<file path="config.mk">
export PLATFORM = sky130hd
export DESIGN_NAME = regdst_pipe
export DESIGN_NICKNAME = d
export VERILOG_FILES = /design/src/rtl/regdst_pipe.sv
export SDC_FILE = /design/constraint.sdc
export NUM_CORES = 1
export LEC_CHECK = 0
export BUFFER_PORTS_ARGS = -buffer_cell sky130_fd_sc_hd__buf_2
export CAP_MARGIN = 5
export CORE_MARGIN = 3
export CORE_UTILIZATION = 44
export DETAILED_ROUTE_END_ITERATION = 16
export PLACE_DENSITY = 0.79
export SETUP_SLACK_MARGIN = 0.5
export SYNTH_ARGS = -nofsm -noshare
export SYNTH_HDL_FRONTEND = slang
export SYNTH_SLANG_ARGS = --single-unit
</file>
<file path="constraint.sdc">
create_clock -name clk -period 1.5 [get_ports clk]
set_clock_uncertainty 0.1 [all_clocks]
set_input_delay 0.075 -clock clk [delete_from_list [all_inputs] [get_ports clk]]
set_output_delay 0.075 -clock clk [all_outputs]
set_load 0.02 [all_outputs]
</file>
<file path="src/rtl/regdst_pipe.sv">
// Write-back destination select plus a STAGES-deep destination/write-enable
// pipeline with stall, flush and per-stage RAW hazard flags for decode sources.
module regdst_pipe #(
  parameter int AW      = 5,
  parameter int STAGES  = 3,
  parameter int RA_ADDR = 31
) (
  input  logic                 clk,
  input  logic                 rst_n,
  input  logic [AW-1:0]        rt_i,
  input  logic [AW-1:0]        rd_i,
  input  logic [1:0]           reg_dst,
  input  logic                 reg_write_i,
  input  logic                 in_valid,
  input  logic                 stall,
  input  logic                 flush,
  input  logic [AW-1:0]        src_a,
  input  logic [AW-1:0]        src_b,
  output logic [AW-1:0]        rw,
  output logic [STAGES*AW-1:0] dest_stage,
  output logic [STAGES-1:0]    we_stage,
  output logic [STAGES-1:0]    hazard_a,
  output logic [STAGES-1:0]    hazard_b,
  output logic [AW-1:0]        wb_addr,
  output logic                 wb_en
);

  logic [AW-1:0]     dest_q [STAGES];
  logic [STAGES-1:0] we_q;
  logic              nwe;

  always_comb begin
    rw = rt_i;
    case (reg_dst)
      2'b01:   rw = rd_i;
      2'b10:   rw = AW'(RA_ADDR);
      default: rw = rt_i;
    endcase
  end

  assign nwe = in_valid & reg_write_i & (reg_dst != 2'b11) & (rw != '0);

  // Stage 0 captures a masked destination so dest is 0 whenever we is 0.
  always_ff @(posedge clk or negedge rst_n) begin
    if (!rst_n) begin
      for (int k = 0; k < STAGES; k++) dest_q[k] <= '0;
      we_q <= '0;
    end else begin
      if (flush) begin
        dest_q[0] <= '0;
        we_q[0]   <= 1'b0;
        dest_q[1] <= '0;
        we_q[1]   <= 1'b0;
      end else if (stall) begin
        dest_q[1] <= '0;
        we_q[1]   <= 1'b0;
      end else begin
        dest_q[0] <= nwe ? rw : '0;
        we_q[0]   <= nwe;
        dest_q[1] <= dest_q[0];
        we_q[1]   <= we_q[0];
      end
      for (int k = 2; k < STAGES; k++) begin
        dest_q[k] <= dest_q[k-1];
        we_q[k]   <= we_q[k-1];
      end
    end
  end

  always_comb begin
    dest_stage = '0;
    hazard_a   = '0;
    hazard_b   = '0;
    for (int k = 0; k < STAGES; k++) begin
      dest_stage[k*AW +: AW] = dest_q[k];
      hazard_a[k] = we_q[k] & (dest_q[k] == src_a) & (src_a != '0);
      hazard_b[k] = we_q[k] & (dest_q[k] == src_b) & (src_b != '0);
    end
  end

  assign we_stage = we_q;
  assign wb_addr  = dest_q[STAGES-1];
  assign wb_en    = we_q[STAGES-1];

endmodule

</file>
==> results.tsv, run 1 <==
metric	value	unit
synth unique cells	29	
Global Route Usage Sum	27.9	%
HPWL Detailed	2.74	mm
Die ar.	3330	µm²
ANT nets after route	0	
Leak Pwr	1.11	nW
EDFF count, synth	0	
crit path max fanout	3	
Congestion Overflow GR	0	
n_diodes	0	
PD cells	568	nW/µm²
critical path launch point type	flip-flop	
fill count	58	
Crit Path Category	reg -> out	
Reg clk slew, reported paths	0.12	ns
#FFs+latches synth	18	
H-tree depth	1	
outcome	complete, but fails checks	
Async SR Flop Fraction	100	%
final slew viol count	0	
crit-path cells	xnor2_1, nand4_1, nor4_4, buf_4	
chip width	57.7	µm
min cycle time layout	1.81	ns
mapped cell area	1180	µm²
area share of the largest cell type after synthesis	38.3	%
failing checks	setup timing	
DRC Markers	0	
antenna violations before repair	0	
Worst Path Required	1.32	ns
Root Buffer	clkbuf_4	
Core ar.	2500	µm²
nets@finish	251	
dominant cells by area after synthesis	dfrtp_1 38%, xnor2_1 13%, xor2_1 8.9%	
Area growth syn-to-layout	103	%
start point of the critical path	wb_addr[3]	
pre-CTS setup slack	0.0482	ns
vias in the first global route	1457	
Worst-Skew Late Latency	0.31	ns
WL final	5.85	mm
final worst path period share	121	%
largest net degree at the start of global routing	19	
DRT Pass-1 Iters	4	
Yosys Warn Count	0	
Sink Count	18	
Fin. Hold Viols	0	
Starting Density	47.0	%
Post-synth top cells	18 x dfrtp_1, 18 x xnor2_1, 12 x xor2_1	
Die Y	57.7	µm
placed cell count	211	
RSZ-0062 raised after global routing	yes	
Fmax achieved	0.552	GHz
Tightest Pin Transition	0.477	ns
Critical Path AT	1.64	ns
Slew headroom	68.2	%
share of post-route cells with drive strength above 1	71.1	%
Crit. End Element	primary output	
critical path's slowest cell	dfrtp_1	
Routed WL per cell	23.6	µm
GP Congestion	0.806	
fin cells	248	
Via density	5.91	
port bufs	62	
CTS Buf Count	3	
Max Cap Viol	0	
setup violators final	6	
io pins	63	
drt initial violations	88	
Seq/Total Area, Yosys	38.3	%
slowest stage delay, CP	0.46	ns
hold_sp	flush	
syn avg cell area	9.80	µm²
RR Startpoint	we_stage[0]	
first-pass GRT wire length	6.91	mm
Placement Rows	18	
Primary FF master, synth	dfrtp_1	
syn_nets	152	
vias	1465	
total power draw	1.35	mW
Cells after Synth	120	
CTS tree	done	
HP Class	in -> reg	
CTS Buffer Depth	2	
leading area contributor after synthesis	dfrtp_1	
setup ws final	-0.312	ns
peak supply drop	572	µV
## timing repair
action / 4_1_cts / 5_1_grt
hold buffers: 1 / 1
setup endpoints to repair: 38 / 38
gates resized for setup: 85 / 36
endpoints found under the hold margin: 18 / 1
pin swaps: 23 / 12
cloned: 0 / 0
setup buffers: 20 / 11
## per-stage QoR
step	area [µm²]	setup TNS (ns)	hold WS [ns]	utilization, %
after detailed placement	1690	0	-0.0804	67.7
after CTS	2160	-0.565	0.0194	86.2
after global placement	1690	0	-0.0876	67.7
after floorplan	1360	0	-0.321	-
after global routing	2380	-1.62	0.0710	95.3
final	2380	-1.36	0.0781	95.3
## critical path: cells and delay by family, from the launching register on
kind,cells,cell delay (ns)
flip-flops,1,0.46
buffers and inverters,1,0.19
XOR/XNOR,1,0.24
AND/OR/NAND/NOR,2,0.45
## routing by layer
layer / up-vias / global-route usage, % / share of wire, %
li1: 605 / - / -
met1: 706 / 26.9 / 35
met2: 117 / 55.5 / 51
met3: 37 / 3.34 / 7.5
met4: 0 / 15.6 / 6.5
met5: - / 0 / 0
## cells in the final DEF (no fill, tap or decap), types with 3 or more instances in the layout
cell and count:
dfrtp_2 10, xnor2_1 13, nand2_1 4, nand4_1 6
buf_4 29, nor2_2 3, and2_1 4, clkbuf_4 3
nor4_4 6, buf_6 44, nor2b_4 4, xor2_1 12
buf_2 25, dfrtp_1 8, xnor2_2 5
## final cells by class
type                            instances  area [µm²]  share of cell area, %
Sequential cell                        18         463                   19.4
Clock buffer                            4        36.3                   1.52
Timing Repair Buffer                  101         878                   36.9
Multi-Input combinational cell         90         935                   39.2
Inverter                                5        33.8                   1.42
Tap cell                               30        37.5                   1.57
## report_power, final
group	switching [mW]	internal (mW)	leakage (nW)
Clock	0.176	0.148	0.0210
Combinational	0.263	0.260	0.857
Sequential	0.0132	0.493	0.234
## flip-flops by register name (all words and copies together) (netlist names)
name / count
dest_stage: 10
wb_addr: 5
we_stage: 3
## cells by family (layout without fill, tap and decap cells)
logic type,Yosys count,in the layout,share of synthesized area [%]
AND/OR/NAND/NOR,41,41,20.1
buffers and inverters,12,110,5.85
flip-flops,18,18,38.3
XOR/XNOR,30,30,22.3
adder cells (fa/ha/maj),4,4,4.26
AO/OA/AOI/OAI,15,15,9.15
## path summary, 6_finish.rpt
check / slack (ns) / endpoint / cells after the start
setup / recovery: -0.31 / hazard_a[2] / 4
hold reg to reg: 0.38 / wb_addr[1] / 0
min in group asynchronous: 0.11 / wb_addr[2] / 2
setup reg to reg: 0.39 / we_stage[0] / 3
max in group asynchronous: 0.88 / dest_stage[3] / 2
hold / removal: 0.08 / dest_stage[2] / 4
Note: power is estimated with default switching activity, not from simulation.
==> inputs of run 2 (changes only) <==
- BUFFER_PORTS_ARGS: -buffer_cell sky130_fd_sc_hd__buf_2 -> default
- CORE_UTILIZATION: 44 -> 55
- DONT_BUFFER_PORTS: default -> 1
- PLACE_DENSITY: 0.79 -> 0.7
- RECOVER_POWER: default -> 25
==> results.tsv, run 2 (synthesis gave the netlist of run 1 again) <==
metric	value	unit
Routed WL per cell	18.1	µm
Placed Area	1460	µm²
Sink Count	18	
WL final	3.02	mm
Placement Rows	16	
n_diodes	0	
Tightest Pin Transition	0.931	ns
setup ws final	-0.103	ns
Crit. End Element	primary output	
Worst-Skew Late Latency	0.29	ns
RSZ-0062 raised after global routing	yes	
most frequent cells in the layout	17 x xnor2_1, 17 x buf_6, 13 x dfrtp_1	
Die ar.	2730	µm²
largest net degree at the start of global routing	19	
Global Route Usage Sum	22.9	%
GP Congestion	0.817	
chip width	52.2	µm
Reg clk slew, reported paths	0.10	ns
number of flip-flops in the largest register	10	
drt initial violations	11	
Worst Path Required	1.32	ns
nets@finish	173	
CTS Buffer Depth	2	
Root Buffer	clkbuf_4	
Starting Density	58.7	%
Min Hold Slack	-0.215	ns
antenna violations before repair	0	
Area growth syn-to-layout	44.5	%
CTS Buf Count	3	
critical path launch point type	flip-flop	
DRC Markers	0	
ANT nets after route	0	
HP Class	in -> async	
Fin. Hold Viols	23	
Max Cap Viol	0	
CTS Hold Bufs	2	
vias in the first global route	1039	
DRT Pass-1 Iters	4	
Fmax achieved	0.624	GHz
min cycle time layout	1.60	ns
Crit Path Category	reg -> out	
final slew viol count	0	
Leak Pwr	0.682	nW
peak supply drop	563	µV
Core ar.	2000	µm²
port bufs	0	
Via density	6.01	
io pins	63	
PD cells	644	nW/µm²
first-pass GRT wire length	4.54	mm
HPWL Detailed	2.20	mm
setup violators final	6	
share of post-route cells with drive strength above 1	43.6	%
final core occ	84.9	%
final worst path period share	107	%
design area	1700	µm²
Congestion Overflow GR	0	
CTS tree	done	
crit path max fanout	3	
outcome	complete, but fails checks	
failing checks	hold timing, setup timing	
vias	1003	
H-tree depth	1	
Die Y	52.2	µm
Slew headroom	37.9	%
Critical Path AT	1.43	ns
run 2: where the power goes:
| group | switching [mW] | internal (mW) |
|---|---|---|
| Combinational | 0.157 | 0.139 |
| Sequential | 0.0105 | 0.492 |
| Clock | 0.149 | 0.148 |
| Total | 0.316 | 0.779 |
run 2: area by class of cell:
class / count / area [µm²]
well taps: 27 / 33.8
fillers: 97 / 303
repair buffers: 23 / 235
flip-flops and latches: 18 / 457
clock buffers: 4 / 36.3
inverters: 5 / 47.5
multi-input cells: 90 / 890
run 2: repair_timing:
item,CTS,global route
resized for setup,23,17
endpoints found under the hold margin,24,23
cloned,0,0
endpoints found under the setup margin,34,54
buffers inserted,1,3
pin swaps,4,11
run 2: per-stage QoR:
step	power (mW)	cells	setup WS, ns	TNS [ns]
3_3_place_gp	0.735	157	0.223	0
3_5_place_dp	0.738	157	0.194	0
6_report	1.09	167	-0.103	-0.426
2_1_floorplan	0.708	120	0.227	0
4_1_cts	1.06	164	-0.101	-0.529
5_1_grt	1.15	167	-0.189	-0.949
run 2: critical path: stages (launching register included):
cell	delay [ns]
dfrtp_1	0.44
xnor2_1	0.18
nand4_1	0.20
nor4_4	0.32
run 2: metal layers:
metal	vias to the layer above	track usage, %	routed length (µm)
li1	448	-	-
met1	489	26.0	1120
met2	62	42.1	1590
met3	4	2.56	259
met4	0	11.1	51
met5	-	0	0
run 2: final timing paths:
kind / startpoint / to / slack, ns / cells past startpoint
max reg2reg: we_stage[0] / we_stage[0] / 0.36 / 4
min reg2reg: dest_stage[7] / wb_addr[2] / 0.38 / 0
max in group asynchronous: rst_n / dest_stage[0] / 0.88 / 1
max: wb_addr[2] / hazard_b[2] / -0.10 / 3
min: rst_n / wb_addr[1] / -0.22 / 1
min in group clk: flush / dest_stage[2] / -0.08 / 3
==> inputs of run 3 (changes only) <==
- ABC_AREA: default -> 1
==> results.tsv, run 3 <==
metric	value	unit
outcome	complete, but fails checks	
failing checks	hold timing, setup timing	
cell depth of the worst setup path	4	
Primary FF master, synth	dfrtp_1	
critical path's slowest cell	dfrtp_2	
Crit. End Element	primary output	
Net Switching	0.348	mW
RSZ-0062 raised after global routing	yes	
port bufs	0	
GP Congestion	0.804	
#FFs+latches synth	18	
worst setup path endpoint	hazard_a[0]	
Cells after Synth	175	
Clk pwr share	28.3	%
crit path max fanout	4	
CTS Buffer Depth	2	
DRC Markers	0	
number of flip-flops in the largest register	10	
Max Cap Viol	0	
Seq/Total Area, Yosys	36.5	%
slowest stage delay, CP	0.48	ns
Post-synth top cells	47 x nand2_1, 31 x inv_1, 19 x nor2_1	
Pint	0.742	mW
Critical Path AT	1.41	ns
crit-path cells	inv_2, nand2_1, o2111ai_2, nor3_4	
Area growth syn-to-layout	40.2	%
Yosys Warn Count	0	
RR Startpoint	dest_stage[2]	
Die Y	53.4	µm
Starting Density	60.5	%
Sink Count	18	
PD cells	629	nW/µm²
Via density	5.90	
min cycle time layout	1.59	ns
leading area contributor after synthesis	dfrtp_1	
fin cells	221	
Fmax achieved	0.630	GHz
Worst Path Required	1.32	ns
H-tree depth	1	
final worst path period share	106	%
HP Class	in -> async	
met3 WL post-DR	291	µm
HPWL Detailed	2.48	mm
setup ws final	-0.0869	ns
ANT nets after route	0	
CTS tree	done	
WL final	3.82	mm
critical path launch point type	flip-flop	
top sig layer	met4	
chip width	53.4	µm
fill count	110	
worst r2r dst	dest_stage[2]	
DRT Pass-1 Iters	4	
first-pass GRT wire length	5.05	mm
met1 wire length	1.31	mm
vias in the first global route	1210	
vias	1304	
Tightest Pin Transition	0.981	ns
Async SR Flop Fraction	100	%
CTS Buf Count	3	
Bufs and invs on worst path	1	
most common cell in the netlist	nand2_1	
Core ar.	2040	µm²
EDFF count, synth	0	
Crit path max-delay family	flip-flops	
area share of the largest cell type after synthesis	36.5	%
placed cell count	204	
Slew headroom	34.6	%
commonest non-fill, non-tap cell in the layout	nand2_1	
final slew viol count	0	
syn_nets	207	
power share of the combinational group	24.9	%
start point of the critical path	dest_stage[4]	
worst r2r path cells	6	
io pins	63	
Worst-Skew Late Latency	0.30	ns
Placement Rows	16	
syn avg cell area	7.06	µm²
sequential share of power	46.8	%
nets@finish	227	
Min Hold Slack	-0.205	ns
largest net degree at the start of global routing	19	
synth unique cells	21	
Leak Pwr	0.791	nW
mapped cell area	1230	µm²
antenna violations before repair	0	
r2r setup slk	0.19	ns
total power draw	1.09	mW
dominant cells by area after synthesis	dfrtp_1 36%, nand2_1 14%, inv_1 9.4%	
share of post-route cells with drive strength above 1	42.3	%
n_diodes	0	
Root Buffer	clkbuf_4	
setup violators final	5	
peak supply drop	572	µV
switch share	31.9	%
Crit Path Category	reg -> out	
CTS Hold Bufs	3	
Routed WL per cell	17.3	µm
drt initial violations	32	
Die ar.	2850	µm²
Reg clk slew, reported paths	0.11	ns
Congestion Overflow GR	0	
Fin. Hold Viols	21	
most frequent cells in the layout	42 x nand2_1, 22 x inv_1, 14 x buf_6	
met2 wire length	2.09	mm
Global Route Usage Sum	24.7	%
-- run 3: power by group through the flow --
stage / Sequential, mW / Clock [mW] / Combinational [mW]
2_1_floorplan: 0.518 / 0 / 0.165
3_3_place_gp: 0.517 / 0 / 0.192
3_5_place_dp: 0.517 / 0 / 0.195
4_1_cts: 0.509 / 0.304 / 0.227
5_1_grt: 0.511 / 0.333 / 0.293
6_report: 0.510 / 0.309 / 0.271
-- run 3: layer usage --
metal  global-route usage (%)  up-vias
met5                        0        -
met4                     10.2        0
met3                     3.66       18
met2                     48.6       78
met1                     25.1      622
li1                         -      586
-- run 3: worst min path at each step --
stage,start,end,slack (ns)
2_1_floorplan,rst_n,dest_stage[0],-0.32
3_3_place_gp,rst_n,wb_addr[3],-0.32
3_5_place_dp,rst_n,wb_addr[3],-0.32
4_1_cts,rt_i[3],dest_stage[3],-0.08
5_1_grt,rst_n,we_stage[1],-0.15
6_report,rst_n,we_stage[1],-0.20
-- run 3: timing repair --
item | CTS | global route
pin swaps | 7 | 16
hold endpoints to repair | 30 | 21
endpoints found under the setup margin | 22 | 48
setup buffers | 6 | 4
resized for setup | 22 | 35
-- run 3: cell families (layout without fill, tap and decap cells) --
group / after synthesis / in the layout / synth area share (%)
AND/OR/NAND/NOR: 86 / 86 / 29.1
buffers and inverters: 39 / 58 / 13.7
AO/OA/AOI/OAI: 18 / 18 / 9.62
flip-flops: 18 / 18 / 36.5
XOR/XNOR: 10 / 10 / 7.09
adder cells (fa/ha/maj): 4 / 4 / 4.05
-- run 3: final cells by class --
| cell class | instances | area [µm²] | area share [%] |
|---|---|---|---|
| flip-flops and latches | 18 | 467 | 27.0 |
| multi-input cells | 118 | 816 | 47.1 |
| repair buffers | 21 | 224 | 12.9 |
| clock buffers | 4 | 36.3 | 2.10 |
| inverters | 33 | 155 | 8.96 |
| well taps | 27 | 33.8 | 1.95 |
-- run 3: through the flow --
step / worst slack, ns / hold WS (ns) / setup TNS, ns / util, % / cell area, µm²
after floorplan: 0.294 / -0.321 / 0 / - / 1330
after CTS: -0.0900 / -0.0831 / -0.276 / 77.1 / 1580
after global routing: -0.150 / -0.155 / -0.661 / 84.8 / 1730
final: -0.0869 / -0.205 / -0.283 / 84.8 / 1730
after global placement: 0.231 / -0.320 / 0 / 67.7 / 1380
after detailed placement: 0.207 / -0.320 / 0 / 67.7 / 1380
